[config.mk]
export PLATFORM = sky130hd
export DESIGN_NAME = fizzbuzz_formatter
export DESIGN_NICKNAME = d
export VERILOG_FILES = /design/src/rtl/fizzbuzz_formatter.sv
export SDC_FILE = /design/constraint.sdc
export NUM_CORES = 1
export LEC_CHECK = 0
export BUFFER_PORTS_ARGS = -buffer_cell sky130_fd_sc_hd__buf_4
export CAP_MARGIN = 20
export CORE_MARGIN = 2
export CORE_UTILIZATION = 65
export CTS_CLUSTER_DIAMETER = 40
export DETAILED_ROUTE_END_ITERATION = 8
export PLACE_DENSITY = 0.93
export SLEW_MARGIN = 15
export SYNTH_ARGS = -nofsm -noshare
export SYNTH_HDL_FRONTEND = slang
export SYNTH_SLANG_ARGS = --single-unit
[constraint.sdc]
create_clock -name i_clk -period 4.42 [get_ports i_clk]
set_input_delay 0.221 -clock i_clk [delete_from_list [all_inputs] [get_ports i_clk]]
set_output_delay 0.221 -clock i_clk [all_outputs]
set_load 0.05 [all_outputs]
[src/rtl/fizzbuzz_formatter.sv]
`default_nettype none
// ============================================================================
// Module      : fizzbuzz_formatter
// Description : Renders fizzbuzz records (number, is_fizz, is_buzz) as ASCII
//               lines on a valid/ready byte stream. Records are queued in a
//               small FIFO; numbers are converted to decimal by a sequential
//               double-dabble engine (one shift step per cycle).
// Ports       : i_clk, i_rst_n (async, active-low)
//               i_valid, i_is_fizz, i_is_buzz, i_number  - record input
//               o_char, o_char_valid, i_char_ready        - byte stream
//               o_overflow (sticky record drop), o_busy   - status
// Revision    : 1.0 - initial release
// ============================================================================
module fizzbuzz_formatter #(
    parameter int G_LENGTH     = 100,
    parameter int G_FIFO_DEPTH = 4,
    parameter int G_DIGITS     = 3
) (
    input  logic                        i_clk,
    input  logic                        i_rst_n,
    input  logic                        i_valid,
    input  logic                        i_is_fizz,
    input  logic                        i_is_buzz,
    input  logic [$clog2(G_LENGTH)-1:0] i_number,
    output logic [7:0]                  o_char,
    output logic                        o_char_valid,
    input  logic                        i_char_ready,
    output logic                        o_overflow,
    output logic                        o_busy
);

    localparam int c_num_w = $clog2(G_LENGTH);
    localparam int c_ptr_w = $clog2(G_FIFO_DEPTH);
    localparam int c_rec_w = c_num_w + 2;
    localparam int c_bcd_w = 4 * G_DIGITS;
    localparam int c_dig_w = (G_DIGITS > 1) ? $clog2(G_DIGITS) : 1;
    // One index register serves both the letter position (0..7) and the digit position.
    localparam int c_idx_w = (c_dig_w > 3) ? c_dig_w : 3;
    localparam int c_cnt_w = $clog2(c_num_w + 1);

    localparam logic [2:0] c_st_idle  = 3'd0;
    localparam logic [2:0] c_st_load  = 3'd1;
    localparam logic [2:0] c_st_conv  = 3'd2;
    localparam logic [2:0] c_st_word  = 3'd3;
    localparam logic [2:0] c_st_digit = 3'd4;
    localparam logic [2:0] c_st_nl    = 3'd5;

    generate
        if ((10 ** G_DIGITS) <= ((2 ** c_num_w) - 1)) begin : g_err_digits
            $error("fizzbuzz_formatter: G_DIGITS too small for the number width");
        end
        if ((G_FIFO_DEPTH < 2) || ((G_FIFO_DEPTH & (G_FIFO_DEPTH - 1)) != 0)) begin : g_err_depth
            $error("fizzbuzz_formatter: G_FIFO_DEPTH must be a power of 2 and >= 2");
        end
    endgenerate

    // ------------------------------------------------------------------------
    // Record FIFO (extra pointer bit distinguishes full from empty)
    // ------------------------------------------------------------------------
    logic [c_rec_w-1:0] r_mem [G_FIFO_DEPTH];
    logic [c_ptr_w:0]   r_wr_ptr;
    logic [c_ptr_w:0]   r_rd_ptr;
    logic               r_overflow;
    logic [2:0]         r_state;

    logic w_empty;
    logic w_full;
    logic w_pop;
    logic w_push;

    assign w_empty = (r_wr_ptr == r_rd_ptr);
    assign w_full  = (r_wr_ptr[c_ptr_w] != r_rd_ptr[c_ptr_w]) &&
                     (r_wr_ptr[c_ptr_w-1:0] == r_rd_ptr[c_ptr_w-1:0]);
    assign w_pop   = (r_state == c_st_idle) && !w_empty;
    // A full FIFO still accepts when the FSM is draining an entry this cycle.
    assign w_push  = i_valid && (!w_full || w_pop);

    always_ff @(posedge i_clk) begin
        if (w_push) begin
            r_mem[r_wr_ptr[c_ptr_w-1:0]] <= {i_is_fizz, i_is_buzz, i_number};
        end
    end

    always_ff @(posedge i_clk or negedge i_rst_n) begin
        if (!i_rst_n) begin
            r_wr_ptr   <= '0;
            r_rd_ptr   <= '0;
            r_overflow <= 1'b0;
        end else begin
            if (w_push) begin
                r_wr_ptr <= r_wr_ptr + 1'b1;
            end
            if (w_pop) begin
                r_rd_ptr <= r_rd_ptr + 1'b1;
            end
            if (i_valid && w_full && !w_pop) begin
                r_overflow <= 1'b1;
            end
        end
    end

    // ------------------------------------------------------------------------
    // Working registers and formatter FSM
    // ------------------------------------------------------------------------
    logic               r_fizz;
    logic               r_buzz;
    logic [c_num_w-1:0] r_shift;
    logic [c_bcd_w-1:0] r_bcd;
    logic [c_cnt_w-1:0] r_cnt;
    logic [c_idx_w-1:0] r_idx;

    logic [c_bcd_w-1:0] w_adj;
    logic [c_bcd_w-1:0] w_bcd_next;
    logic [c_num_w-1:0] w_shift_next;
    logic [c_idx_w-1:0] w_msnz;
    logic [3:0]         w_nibble;
    logic [7:0]         w_letter;
    logic [c_idx_w-1:0] w_last_letter;
    logic               w_xfer;

    assign w_xfer = o_char_valid && i_char_ready;

    // Letters are indexed into "FizzBuzz"; a buzz-only line starts at 4.
    assign w_last_letter = (r_fizz && !r_buzz) ? c_idx_w'(3) : c_idx_w'(7);

    // One double-dabble step plus the position of the leading non-zero digit
    // of the resulting value (used when this is the final step).
    always_comb begin
        w_adj = r_bcd;
        for (int k = 0; k < G_DIGITS; k++) begin
            if (r_bcd[4*k +: 4] >= 4'd5) begin
                w_adj[4*k +: 4] = r_bcd[4*k +: 4] + 4'd3;
            end
        end
        {w_bcd_next, w_shift_next} = {w_adj, r_shift} << 1;
        w_msnz = '0;
        for (int k = 0; k < G_DIGITS; k++) begin
            if (w_bcd_next[4*k +: 4] != 4'd0) begin
                w_msnz = c_idx_w'(k);
            end
        end
    end

    always_comb begin
        w_nibble = 4'd0;
        for (int k = 0; k < G_DIGITS; k++) begin
            if (r_idx == c_idx_w'(k)) begin
                w_nibble = r_bcd[4*k +: 4];
            end
        end
    end

    always_comb begin
        case (r_idx[2:0])
            3'd0:    w_letter = 8'h46; // F
            3'd1:    w_letter = 8'h69; // i
            3'd4:    w_letter = 8'h42; // B
            3'd5:    w_letter = 8'h75; // u
            default: w_letter = 8'h7A; // z
        endcase
    end

    always_ff @(posedge i_clk or negedge i_rst_n) begin
        if (!i_rst_n) begin
            r_state <= c_st_idle;
            r_fizz  <= 1'b0;
            r_buzz  <= 1'b0;
            r_shift <= '0;
            r_bcd   <= '0;
            r_cnt   <= '0;
            r_idx   <= '0;
        end else begin
            case (r_state)
                c_st_idle: begin
                    if (!w_empty) begin
                        {r_fizz, r_buzz, r_shift} <= r_mem[r_rd_ptr[c_ptr_w-1:0]];
                        r_state <= c_st_load;
                    end
                end
                c_st_load: begin
                    if (r_fizz || r_buzz) begin
                        r_idx   <= r_fizz ? '0 : c_idx_w'(4);
                        r_state <= c_st_word;
                    end else begin
                        r_bcd   <= '0;
                        r_cnt   <= '0;
                        r_state <= c_st_conv;
                    end
                end
                c_st_conv: begin
                    r_bcd   <= w_bcd_next;
                    r_shift <= w_shift_next;
                    r_cnt   <= r_cnt + c_cnt_w'(1);
                    if (r_cnt == c_cnt_w'(c_num_w - 1)) begin
                        r_idx   <= w_msnz;
                        r_state <= c_st_digit;
                    end
                end
                c_st_word: begin
                    if (w_xfer) begin
                        if (r_idx == w_last_letter) begin
                            r_state <= c_st_nl;
                        end else begin
                            r_idx <= r_idx + c_idx_w'(1);
                        end
                    end
                end
                c_st_digit: begin
                    if (w_xfer) begin
                        if (r_idx == '0) begin
                            r_state <= c_st_nl;
                        end else begin
                            r_idx <= r_idx - c_idx_w'(1);
                        end
                    end
                end
                c_st_nl: begin
                    if (w_xfer) begin
                        r_state <= c_st_idle;
                    end
                end
                default: r_state <= c_st_idle;
            endcase
        end
    end

    // Outputs decode registered state only, so they stay stable under backpressure.
    always_comb begin
        o_char       = 8'h00;
        o_char_valid = 1'b0;
        case (r_state)
            c_st_word: begin
                o_char       = w_letter;
                o_char_valid = 1'b1;
            end
            c_st_digit: begin
                o_char       = 8'h30 + {4'h0, w_nibble};
                o_char_valid = 1'b1;
            end
            c_st_nl: begin
                o_char       = 8'h0A;
                o_char_valid = 1'b1;
            end
            default: begin
                o_char       = 8'h00;
                o_char_valid = 1'b0;
            end
        endcase
    end

    assign o_overflow = r_overflow;
    assign o_busy     = !w_empty || (r_state != c_st_idle);

endmodule
`default_nettype wire

==> metrics.txt <==
CP Max Fanout=13; synth unique cells=50; diode count=0; R2R Path Start=r_state[0]$_DFFE_PN0P_; Synth area leaders=edfxtp_1 (29%), dfrtp_1 (25%), ha_1 (6.3%); synthesized area per cell=11.6 um2; post-synth top area cell=edfxtp_1; Area growth, synth to finish=9.82%; Async SR Flop Fraction=50.7%; top sig layer=met4; Final period util=62.5%; overflow left after global routing=0; later-pin clock latency in the skew report=0.36 ns; status=finished clean; Reg clk slew, reported paths=0.08 ns; CP startpoint=r_idx[1]$_DFFE_PN0P_; postcts setup bufs=0; critical path type=reg2out; I/O Pins=24; Vias=2643; crit path DAT=2.54 ns; WL met2=4100 um; RSZ-0062 raised after global routing=false; max-cap viol count=0; final total power=3.16 mW; post-synth net total=357; first-pass GRT wire length=12400 um; sequential fraction of the synthesis area=53.2%; EDFF count, synth=36; fin worst setup slack=1.66 ns; CTS max path bufs=2; I/O Buffers=22; Lkg Pwr=1.70 nW; antenna viol nets, final=0; site row count=27; Die Y=80.2 um; CP Capture Type=primary output; Synth Instances=325; Die Wd=80.2 um; drt via density=6.25; cts bufs inserted=9; DRT Pass-1 Iters=4; CP Data Required Time=4.20 ns; Initial DRC Count=162; GRT Util Overall=26.4%; Final TNS setup=0 ns; Slew Limit Fails=0; Final Critical Period=2.76 ns; Finish-stage setup viols=0; die area=6430 um2; Max IR drop VDD=0.000425 V; HP Class=in2reg; met3 WL=291 um; Max-slew headroom=44.4%; CP Launch Type=register; clock sinks=73; gp weighted congestion=0.860; Final nets=378; routed wire length=7770 um; Clock Skew=0.00905 ns; Root Driver=clkbuf_8; Place WS=2.11 ns; H-tree levels=3; Power Density=762 nW/um2; antenna violations before repair=0; Post-Syn Area=3770 um2; depth of the most critical reg-to-reg path=3; Initial Util=68.1%; FF+latch count, synth=73; drt wl/cell=18.4 um; Hold Vio Cnt, Final=0; WHS=0.0597 ns; share of cells above drive strength 1=15.4%; largest net degree at the start of global routing=38; TritonCTS clock tree=yes; total core area=5540 um2; top_reg_cell synth=dfrtp_1; synth warn=0; Hold Startpoint=i_is_fizz; vias in the first global route=2603; DRC=0; Cells on Worst Hold Path=1; Final HPWL DP=5280 um; met1 WL=3120 um; share of the synthesized area in the top cell type=28.7%; worst-margin pin slew=0.831 ns; FMAX=362 MHz
==> cell type report <==
class / count / area, um2
inverter: 17 / 63.8
fill: 366 / 1400
timing repair buffer: 24 / 183
clock inverter: 7 / 47.5
multi-input combinational: 221 / 1630
sequential: 73 / 2010
tap: 72 / 90.1
clock buffer: 9 / 124
==> sequential cells by signal, indices dropped and copies added, names as in the netlist <==
name	count
r_buzz	1
r_mem	36
r_wr_ptr	3
r_state	3
r_shift	7
r_fizz	1
r_rd_ptr	3
r_cnt	3
r_bcd	12
o_overflow	1
r_idx	3
==> per-layer routing <==
metal / track usage, % / up-vias
li1: - / 1244
met1: 30.8 / 1311
met2: 45.0 / 70
met3: 6.74 / 18
met4: 13.4 / 0
met5: 0 / -
==> cell families (layout without fill, tap and decap cells) <==
| family | count (synthesis) | count (layout) | share of synthesized area [%] |
|---|---|---|---|
| AO/OA/AOI/OAI | 83 | 83 | 14.7 |
| XOR/XNOR | 10 | 10 | 2.32 |
| adder cells (fa/ha/maj) | 19 | 19 | 6.30 |
| buffers and inverters | 31 | 57 | 3.65 |
| flip-flops | 73 | 73 | 53.2 |
| multiplexers | 17 | 17 | 7.73 |
| other | 1 | 1 | 0.0994 |
| AND/OR/NAND/NOR | 91 | 91 | 12.0 |
==> cells in the mapped netlist (2+ instances only) <==
master	number
nor3_1	5
and3b_1	2
clkbuf_1	9
a211oi_1	2
o31ai_1	3
and2_1	5
o2111ai_1	2
a221o_1	5
o22ai_1	10
nand2_1	33
ha_1	19
edfxtp_1	36
or3_1	2
o21ai_0	20
xnor2_1	8
mux4_2	9
buf_2	2
nor2_1	17
mux2_2	3
a21o_1	2
a221oi_1	2
o211ai_1	4
buf_6	2
xor2_1	2
a31oi_1	2
nor3b_1	3
and3_1	7
dfrtp_1	37
inv_1	17
nand2b_1	6
mux2i_1	4
nand3_1	5
a21oi_1	23
==> repair_timing <==
action | in CTS | in global routing
endpoints found under the hold margin | 37 | 0
gates resized for setup | 0 | 0
hold buffers | 1 | 0
==> layout by cell type (no fill, tap or decap), drive strengths merged, types with 2 or more instances in the layout <==
| cell type | count |
|---|---|
| o31ai | 3 |
| nand3 | 5 |
| nand2b | 6 |
| clkinv | 4 |
| clkbuf | 9 |
| and3 | 7 |
| nor3 | 6 |
| edfxtp | 36 |
| ha | 19 |
| and3b | 2 |
| mux4 | 9 |
| inv | 17 |
| xor2 | 2 |
| and2 | 5 |
| nor2 | 17 |
| clkinvlp | 3 |
| a221o | 5 |
| o211ai | 4 |
| dfrtp | 37 |
| a31oi | 2 |
| nor3b | 3 |
| or3 | 2 |
| a21o | 2 |
| a21oi | 23 |
| o2111ai | 2 |
| mux2i | 4 |
| nand2 | 33 |
| a211oi | 2 |
| mux2 | 4 |
| buf | 23 |
| a221oi | 2 |
| o21ai | 21 |
| xnor2 | 8 |
| o31a | 2 |
| o22ai | 10 |
==> stage by stage <==
stage / cell area, um2 / utilization [%] / cells
2_1_floorplan: 3770 / - / 325
3_3_place_gp: 3960 / 71.5 / 406
3_5_place_dp: 3960 / 71.5 / 406
4_1_cts: 4140 / 74.8 / 423
5_1_grt: 4140 / 74.8 / 423
6_report: 4140 / 74.8 / 423
==> critical path, stage by stage (launching register included) <==
cell	delay, ns
dfrtp_1	0.43
inv_1	0.14
ha_1	0.42
and3b_1	0.24
a211oi_1	0.24
a21oi_1	0.08
a221oi_1	0.35
a21oi_1	0.08
buf_4	0.21
==> path summary, 6_finish.rpt <==
| path | end | slack, ns |
|---|---|---|
| min in group asynchronous | r_idx[1]$_DFFE_PN0P_ | 0.35 |
| max | o_char[2] | 1.66 |
| min reg2reg | o_overflow$_DFFE_PN0P_ | 0.46 |
| min | r_mem[0][8]$_DFFE_PP_ | 0.06 |
| max in group asynchronous | r_rd_ptr[1]$_DFFE_PN0P_ | 3.72 |
| max reg2reg | r_mem[3][3]$_DFFE_PP_ | 2.12 |
==> report_power, final <==
part,total (mW),switching [mW],internal [mW],leakage (nW)
Combinational,1.48,0.870,0.606,0.829
Clock,0.462,0.261,0.201,0.0765
Sequential,1.22,0.265,0.953,0.796
Power figures use the tool's default switching activity.
